File: config.mk
export PLATFORM = sky130hd
export DESIGN_NAME = pixel_sink_writer
export DESIGN_NICKNAME = d
export VERILOG_FILES = /design/src/rtl/pixel_sink_writer.sv
export SDC_FILE = /design/constraint.sdc
export NUM_CORES = 1
export LEC_CHECK = 0
export ABC_AREA = 1
export ABC_CLOCK_PERIOD_IN_PS = 5400
export CORE_ASPECT_RATIO = 1.4
export CORE_MARGIN = 4
export CORE_UTILIZATION = 46
export CTS_BUF_LIST = sky130_fd_sc_hd__clkbuf_4 sky130_fd_sc_hd__clkbuf_8
export DETAILED_ROUTE_END_ITERATION = 8
export PLACE_DENSITY = 0.72
export SLEW_MARGIN = 0
export SYNTH_ARGS = -nofsm -noshare
export SYNTH_HDL_FRONTEND = slang
export SYNTH_SLANG_ARGS = --single-unit
export TNS_END_PERCENT = 1
File: constraint.sdc
create_clock -name clock -period 5.4 [get_ports clock]
set_input_delay 0.54 -clock clock [delete_from_list [all_inputs] [get_ports clock]]
set_output_delay 0.54 -clock clock [all_outputs]
set_load 0.02 [all_outputs]
File: src/rtl/pixel_sink_writer.sv
// pixel_sink_writer: commits a drawer's (x, y, colour) stream into a WIDTHxHEIGHT frame RAM
// through a 2-stage valid/ready pipeline. Define PIXSINK_CHECKSUM_EN to build the frame checksum.
module pixel_sink_writer #(
    parameter int WIDTH  = 160,
    parameter int HEIGHT = 120,
    parameter int ADDR_W = 15,
    parameter int COL_W  = 3
) (
    input  logic              clock,
    input  logic              reset_n,
    input  logic              frame_start,
    input  logic              in_valid,
    output logic              in_ready,
    input  logic [7:0]        in_x,
    input  logic [6:0]        in_y,
    input  logic [COL_W-1:0]  in_col,
    output logic [ADDR_W-1:0] ram_addr,
    output logic [COL_W-1:0]  ram_data,
    output logic              ram_wren,
    input  logic              ram_ready,
    output logic [ADDR_W-1:0] pix_count,
    output logic              frame_done,
    output logic              oob_err,
    output logic              seq_err,
    output logic [15:0]       checksum,
    output logic [1:0]        dbg_state
);
    // Handshakes: a pixel transfers on a rising edge with in_valid && in_ready, and a RAM write
    // commits on a rising edge with ram_wren && ram_ready; while waiting, the offering side holds
    // its payload stable and the accepting side may change its ready freely.

    typedef enum logic [1:0] {IDLE = 2'd0, CAPTURE = 2'd1, DONE = 2'd2} state_t;

    localparam logic [ADDR_W-1:0] LAST  = ADDR_W'(WIDTH * HEIGHT - 1);
    localparam logic [ADDR_W-1:0] FULL  = ADDR_W'(WIDTH * HEIGHT);
    localparam logic [15:0]       W_LIM = 16'(WIDTH);
    localparam logic [15:0]       H_LIM = 16'(HEIGHT);

    state_t            state;
    logic              s1_valid;
    logic [7:0]        s1_x;
    logic [6:0]        s1_y;
    logic [COL_W-1:0]  s1_col;
    logic              s2_valid;
    logic              s2_oob;
    logic [ADDR_W-1:0] s2_addr;
    logic [COL_W-1:0]  s2_col;
    logic [ADDR_W-1:0] expected_addr;
    logic [ADDR_W-1:0] s1_addr;
    logic              s1_oob;
    logic              adv1;
    logic              adv2;
    logic              accept;
    logic              commit;

    // Out-of-bounds entries never wait on the RAM, so they cannot stall the pipeline.
    assign adv2      = !s2_valid || ram_ready || s2_oob;
    assign adv1      = !s1_valid || adv2;
    assign in_ready  = reset_n && adv1 && (state != DONE) && !frame_start;
    assign accept    = in_valid && in_ready;
    assign ram_wren  = s2_valid && !s2_oob;
    assign ram_addr  = s2_addr;
    assign ram_data  = s2_col;
    assign commit    = ram_wren && ram_ready;
    assign dbg_state = state;

    always_comb begin
        if (WIDTH == 160)
            s1_addr = (ADDR_W'(s1_y) << 7) + (ADDR_W'(s1_y) << 5) + ADDR_W'(s1_x);
        else
            s1_addr = ADDR_W'(s1_y) * ADDR_W'(WIDTH) + ADDR_W'(s1_x);
        s1_oob = !((16'(s1_x) < W_LIM) && (16'(s1_y) < H_LIM));
    end

    always_ff @(posedge clock) begin
        if (!reset_n || frame_start) begin
            state         <= IDLE;
            s1_valid      <= 1'b0;
            s1_x          <= '0;
            s1_y          <= '0;
            s1_col        <= '0;
            s2_valid      <= 1'b0;
            s2_oob        <= 1'b0;
            s2_addr       <= '0;
            s2_col        <= '0;
            expected_addr <= '0;
            pix_count     <= '0;
            frame_done    <= 1'b0;
            oob_err       <= 1'b0;
            seq_err       <= 1'b0;
        end else begin
            if (adv1) begin
                s1_valid <= accept;
                if (accept) begin
                    s1_x   <= in_x;
                    s1_y   <= in_y;
                    s1_col <= in_col;
                end
            end
            if (adv2) begin
                s2_valid <= s1_valid;
                if (s1_valid) begin
                    s2_addr <= s1_addr;
                    s2_col  <= s1_col;
                    s2_oob  <= s1_oob;
                end
            end
            if (s2_valid && s2_oob)
                oob_err <= 1'b1;
            if (commit) begin
                expected_addr <= expected_addr + 1'b1;
                if (pix_count != FULL)
                    pix_count <= pix_count + 1'b1;
                if (s2_addr != expected_addr)
                    seq_err <= 1'b1;
            end
            case (state)
                IDLE:    if (accept) state <= CAPTURE;
                CAPTURE: begin
                    if (commit && s2_addr == LAST && pix_count == LAST) begin
                        state      <= DONE;
                        frame_done <= 1'b1;
                    end
                end
                DONE:    state <= DONE;
                default: state <= IDLE;
            endcase
        end
    end

`ifdef PIXSINK_CHECKSUM_EN
    logic [15:0] cs_q;
    always_ff @(posedge clock) begin
        if (!reset_n || frame_start)
            cs_q <= '0;
        else if (commit)
            cs_q <= {cs_q[14:0], cs_q[15]} ^ 16'(ram_data);
    end
    assign checksum = cs_q;
`else
    assign checksum = 16'h0000;
`endif

endmodule

## Word-level counts from Yosys, hierarchy flattened

Cells that the tools add are included.

| cells by class | value |
|---|---|
| add/subtract/negate cells | 4 |
| multipliers | 0 |
| div/mod/pow operators | 0 |
| magnitude comparators | 2 |
| equal/unequal tests | 9 |
| shifts and indexed selects | 0 |
| muxes and demuxes | 3 |
| bitwise operators | 0 |
| reduce and logical (&&, ||, !) cells | 27 |

Operators with widths:

| cell | count |
|---|---|
| 15-bit by 1-bit adder with 15-bit output (second input constant) | 2 |
| 15-bit == test (second input constant) | 2 |
| 14-bit by 12-bit adder with 15-bit output | 1 |
| 15-bit by 8-bit adder with 15-bit output | 1 |
| 15-bit != test | 1 |
| 15-bit != test (second input constant) | 1 |
| 2-bit AND reduction | 6 |
| 1-bit logical AND | 10 |
| 8-bit < comparator (second input constant) | 1 |
| 7-bit < comparator (second input constant) | 1 |
| 1-bit zero test | 6 |
| 2-bit != test (second input constant) | 3 |
| 2-bit case mux with 3 select lines | 1 |
| 1-bit logical OR | 4 |
| 2-bit 2-to-1 mux | 2 |
| 2-bit by 1-bit == test with 1-bit output (second input constant) | 1 |
| 2-bit == test (second input constant) | 1 |
| 2-bit zero test | 1 |

| storage, ports and cells | value |
|---|---|
| register bits after elaboration | 74 |
| bits in latches | 0 |
| bits in writable memories | 0 |
| memory bits (read-only) | 0 |
| input port bits | 23 |
| output and inout bits | 56 |
| logic and storage cells | 59 |
| memories kept | 0 |

## Longest topological paths before layout

| logic depth | value |
|---|---|
| word-level depth | 10 |
| mapped depth | 11 |

## Worst setup path before layout

No wires, ideal clock.

| timing | value |
|---|---|
| path kind | input to output |
| from | input port reset_n |
| to | output port in_ready |
| arrival | 1.607 ns |
| setup slack | 3.253 ns |
| cell stages on the path | 5 |
| buffers on the path | 2 |
| cells stage by stage | inv_1 > or2_1 > buf_6 > clkbuf_1 > nor3_1 |

| on the way | value |
|---|---|
| cells in the longest elaborated chain, start to end | 3 |

Ends and longest elaborated chain:

| item | line | RTL |
|---|---|---|
| start: declaration | 10 | `input logic reset_n,` |
| 1-bit logical AND (3 in a row) | 59 | `assign in_ready = reset_n && adv1 && (state != DONE) && !frame_start;` |
| end: declaration | 13 | `output logic in_ready,` |

No other way between the ends.

## Final worst setup path

Ends and elaborated chain as after synthesis.

==> tab_implementation.tex <==
\begin{tabular}{lr}
\hline
Metric & Value \\
\hline
\multicolumn{2}{l}{\textbf{Route}} \\
\quad Via-to-Cell Ratio & 4.929 \\
\quad Count of TritonRoute iterations in the first routing pass & 4 \\
\quad Total DRC errors in the routed layout & 0 \\
\quad Violation count after the first detailed-route iteration & 167 \\
\quad Routed wire per std cell & around 12 um \\
\quad Remaining antenna violation count & 0 \\
\quad Total routed wirelength & 9019 um \\
\quad Total number of vias & $\sim$3,600 \\
\multicolumn{2}{l}{\textbf{Global route}} \\
\quad First-pass GRT wire length & 15,460 um \\
\quad All-layer global routing usage & 0.1827 \\
\quad Via count of the first global-routing pass & 3,533 \\
\quad Overflow after GRT & 0 \\
\quad Largest net degree at the start of global routing & 47 \\
\quad Antenna violations before repair & 0 \\
\multicolumn{2}{l}{\textbf{Layout}} \\
\quad Layout Cell Area excl Fill & 4892 um2 \\
\quad Storage cell area & 1481 um2 \\
\quad NumNets Final & 671 \\
\quad Final standard cell count with taps included and fillers excluded & around 740 \\
\quad Area of the multi-input gates & 2198 um2 \\
\quad Fraction of final layout cells with drive strength greater than 1 & 0.06013 \\
\quad Number of diodes added for antenna fixing & 0 \\
\quad Total of fill cells in the finished design & approximately 860 \\
\quad Signed area change from the synthesized netlist to the final layout & 19.39\% \\
\multicolumn{2}{l}{\textbf{Timing}} \\
\quad Final total negative setup slack & 0 ps \\
\quad Period utilisation layout & 0.5383 \\
\quad Unrepaired setup endpoints after global routing & no \\
\quad Number of slew-limit violations in the final report & 0 \\
\quad Final number of setup-violating endpoints & 0 \\
\quad Hold Violations, Final & 0 \\
\quad Final critical path time including I/O delays and setup & a little under 3000 ps \\
\quad Worst max-slew margin expressed relative to the limit & 0.4180 \\
\quad Upper clock frequency limit & 344.0 MHz \\
\quad Least-Margin Pin Slew & roughly 870 ps \\
\quad Worst clock skew & 8.537 ps \\
\multicolumn{2}{l}{\textbf{Floorplanning}} \\
\quad I/O pin count & a little under 80 \\
\quad Core ar. & between 8000 and 9000 um2 \\
\quad Effective utilization at floorplan & 0.4733 \\
\quad Die X & 87.77 um \\
\quad Height of the die & between 100 and 150 um \\
\quad Row cnt & 40 \\
\quad Area of the die & 10,500 um2 \\
\multicolumn{2}{l}{\textbf{Yosys}} \\
\quad Cell types with the largest area share after synthesis & sky130\_fd\_sc\_hd\_\_dfxtp\_1 36\%, sky130\_fd\_sc\_hd\_\_nand2\_1 12\%, sky130\_fd\_sc\_hd\_\_nor2\_1 6.5\% \\
\quad Seq cells post-synth & between 70 and 80 \\
\quad Yosys top cell area share & 0.3615 \\
\quad Part of the Yosys area used for sequential elements & 0.3615 \\
\quad Yosys top cell by area & sky130\_fd\_sc\_hd\_\_dfxtp\_1 \\
\quad Gate Count Post-Synth & 571 \\
\quad Mean area per synthesized cell & 7.176 um2 \\
\quad Post-Syn Area & 4098 um2 \\
\quad Count of cell types in the netlist & 38 \\
\quad Yosys synthesis warning count & 0 \\
\multicolumn{2}{l}{\textbf{Pwr}} \\
\quad Worst vdd rail ir drop & 169.9 uV \\
\quad Final total power & 1.084 mW \\
\quad Power Density & 221.6 nW/um2 \\
\quad LEAKAGE & 1.983 nW \\
\multicolumn{2}{l}{\textbf{Clocking}} \\
\quad Post-CTS sizing & 0 \\
\quad \# hold bufs at CTS & 0 \\
\quad CTS tree & done \\
\quad Clk Latency, worst-skew pair & 350 ps \\
\quad H-Tree Level Count & 3 \\
\quad Clock slew at the register clock pins of the worst setup and hold paths & about 80 ps \\
\quad Cell chosen for the clock root & sky130\_fd\_sc\_hd\_\_clkbuf\_8 \\
\quad Post-CTS Setup Inserts & 0 \\
\quad Max Root-Sink Buffers & 2 \\
\quad Number of sinks on the clock net & 74 \\
\quad Number of buffers inserted during clock tree synthesis & 9 \\
\multicolumn{2}{l}{\textbf{Critical path}} \\
\quad Register-to-register setup slack & 3130 ps \\
\quad Highest-delay cell along the critical path & sky130\_fd\_sc\_hd\_\_clkdlybuf4s50\_1 \\
\quad Critical Path Most Common Cell & sky130\_fd\_sc\_hd\_\_clkdlybuf4s50\_1 \\
\quad Cells along the critical path & clkdlybuf4s50\_1 -> inv\_1 -> or2\_1 -> buf\_4 -> nor3\_1 -> clkdlybuf4s50\_1 \\
\quad Worst-case reg-to-reg path depth & 9 \\
\quad Start of the worst register-to-register path & s1\_x[7] \\
\quad Delay of the slowest cell on the worst path & 630 ps \\
\quad Kind of launch point of the worst setup path & input pin \\
\quad Crit path max fanout & 46 \\
\quad Endpoint class of the critical path & primary output \\
\quad Crit path kind & input pin to primary output \\
\quad Worst EP arrival & 2370 ps \\
\quad Worst reg2reg path endpoint & ram\_addr[12] \\
\quad CP Data Required Time & 4860 ps \\
\multicolumn{2}{l}{\textbf{Flow run}} \\
\quad Max Cap Violations & 0 \\
\multicolumn{2}{l}{\textbf{Place}} \\
\quad Cells after DPL & 721 \\
\quad Hpwl dp & just under 7000 um \\
\quad Number of I/O port buffers & 62 \\
\quad Cell area reported after detailed placement & between 4000 and 5000 um2 \\
\quad Routability Congestion & about 0.87 \\
\multicolumn{2}{l}{\textbf{Hold path}} \\
\quad Worst Hold Path Cells & 2 \\
\quad Path category of the worst min-delay check & register to register \\
\quad Hold path start & seq\_err \\
\quad WHS Endpoint & seq\_err \\
\multicolumn{2}{l}{\textbf{Status}} \\
\quad Outcome & complete, no violations \\
\hline
\end{tabular}
[per-stage QoR]
| stage | setup WS (ps) | hold slack [ps] | utilization |
|---|---|---|---|
| after floorplan | 3253 | 440.3 | - |
| after global placement | 2480 | 442.8 | 0.5408 |
| after detailed placement | 2467 | 443.4 | 0.5408 |
| after CTS | 2466 | 455.4 | 0.5650 |
| after global routing | 2416 | 498.9 | 0.5650 |
| final | 2493 | 453.8 | 0.5650 |
[critical path: cells and delay by family]
| kind | cells | cell delay (ps) |
|---|---|---|
| buffers and inverters | 4 | 1400 |
| and+or+nand+nor | 2 | 420 |
[cell usage in the layout (no fill, tap or decap), drive strengths merged]
master,synthesis,layout
a21oi,53,53
a22oi,1,1
a31oi,1,1
and3,1,1
buf,26,1
bufinv,0,1
clkbuf,7,10
clkdlybuf4s50,0,62
clkinv,0,2
clkinvlp,0,1
conb,1,16
dfxtp,74,74
fa,2,2
ha,19,19
inv,64,66
nand2,138,138
nand2b,1,1
nand3,25,25
nand4,7,7
nor2,76,76
nor3,12,12
nor3b,2,2
o21a,2,2
o21ai,27,27
o21bai,1,1
or2,1,1
xnor2,8,8
xor2,22,22
[worst max path at each step]
stage	depth (start not counted)	slack, ps	endpoint	startpoint
finish	6	2490	in_ready	reset_n
global route	6	2420	in_ready	reset_n
CTS	6	2470	in_ready	reset_n
detailed placement	6	2470	in_ready	reset_n
global placement	6	2480	in_ready	reset_n
floorplan	5	3250	in_ready	reset_n
[state kept, by name, summed over array words and instances, names as in the netlist]
register / flops
frame_done: 1
s1_x: 8
s2_valid: 1
expected_addr: 15
s1_valid: 1
s1_y: 7
oob_err: 1
dbg_state: 2
pix_count: 15
ram_data: 3
s2_oob: 1
ram_addr: 15
s1_col: 3
seq_err: 1
[cells in the mapped netlist (all sizes together)]
master,count
o21bai,1
ha,19
a22oi,1
xor2,22
a21oi,53
nand2b,1
o21a,2
nand4,7
fa,2
buf,26
clkbuf,7
a31oi,1
or2,1
nand2,138
nor2,76
inv,64
and3,1
nand3,25
nor3b,2
conb,1
nor3,12
o21ai,27
xnor2,8
dfxtp,74
[power by group]
group | internal, mW | total (mW) | switching [mW] | leakage, nW
Clock | 0.231 | 0.454 | 0.223 | 0.103
Combinational | 0.0311 | 0.0771 | 0.0461 | 1.28
Sequential | 0.549 | 0.553 | 0.00401 | 0.597
Total | 0.811 | 1.08 | 0.273 | 1.98
[cell families after synthesis]
family | after synthesis | share of synthesized area
AO/OA/AOI/OAI | 85 | 0.1066
XOR/XNOR | 30 | 0.06412
adder cells (fa/ha/maj) | 21 | 0.06779
buffers and inverters | 97 | 0.1157
flip-flops | 74 | 0.3615
other | 1 | 0.0009152
AND/OR/NAND/NOR | 263 | 0.2834
[final cells by class]
type | count | area share
Multi-Input combinational cell | 415 | 0.4494
Tap cell | 105 | 0.02685
Inverter | 64 | 0.04962
Clock inverter | 6 | 0.01483
Sequential cell | 74 | 0.3028
Clock buffer | 10 | 0.02813
Timing Repair Buffer | 63 | 0.1284
[metal layers]
metal / share of wire / wire length [um] / global-route usage / vias to the layer above
li1: - / - / - / 1893
met2: 0.54 / 4828 / 0.3462 / 73
met1: 0.41 / 3676 / 0.1935 / 1653
met3: 0.037 / 337 / 0.03228 / 14
met4: 0.020 / 176 / 0.06910 / 0
met5: 0 / 0 / 0 / -
No activity file was read; power rests on OpenSTA's default activity.
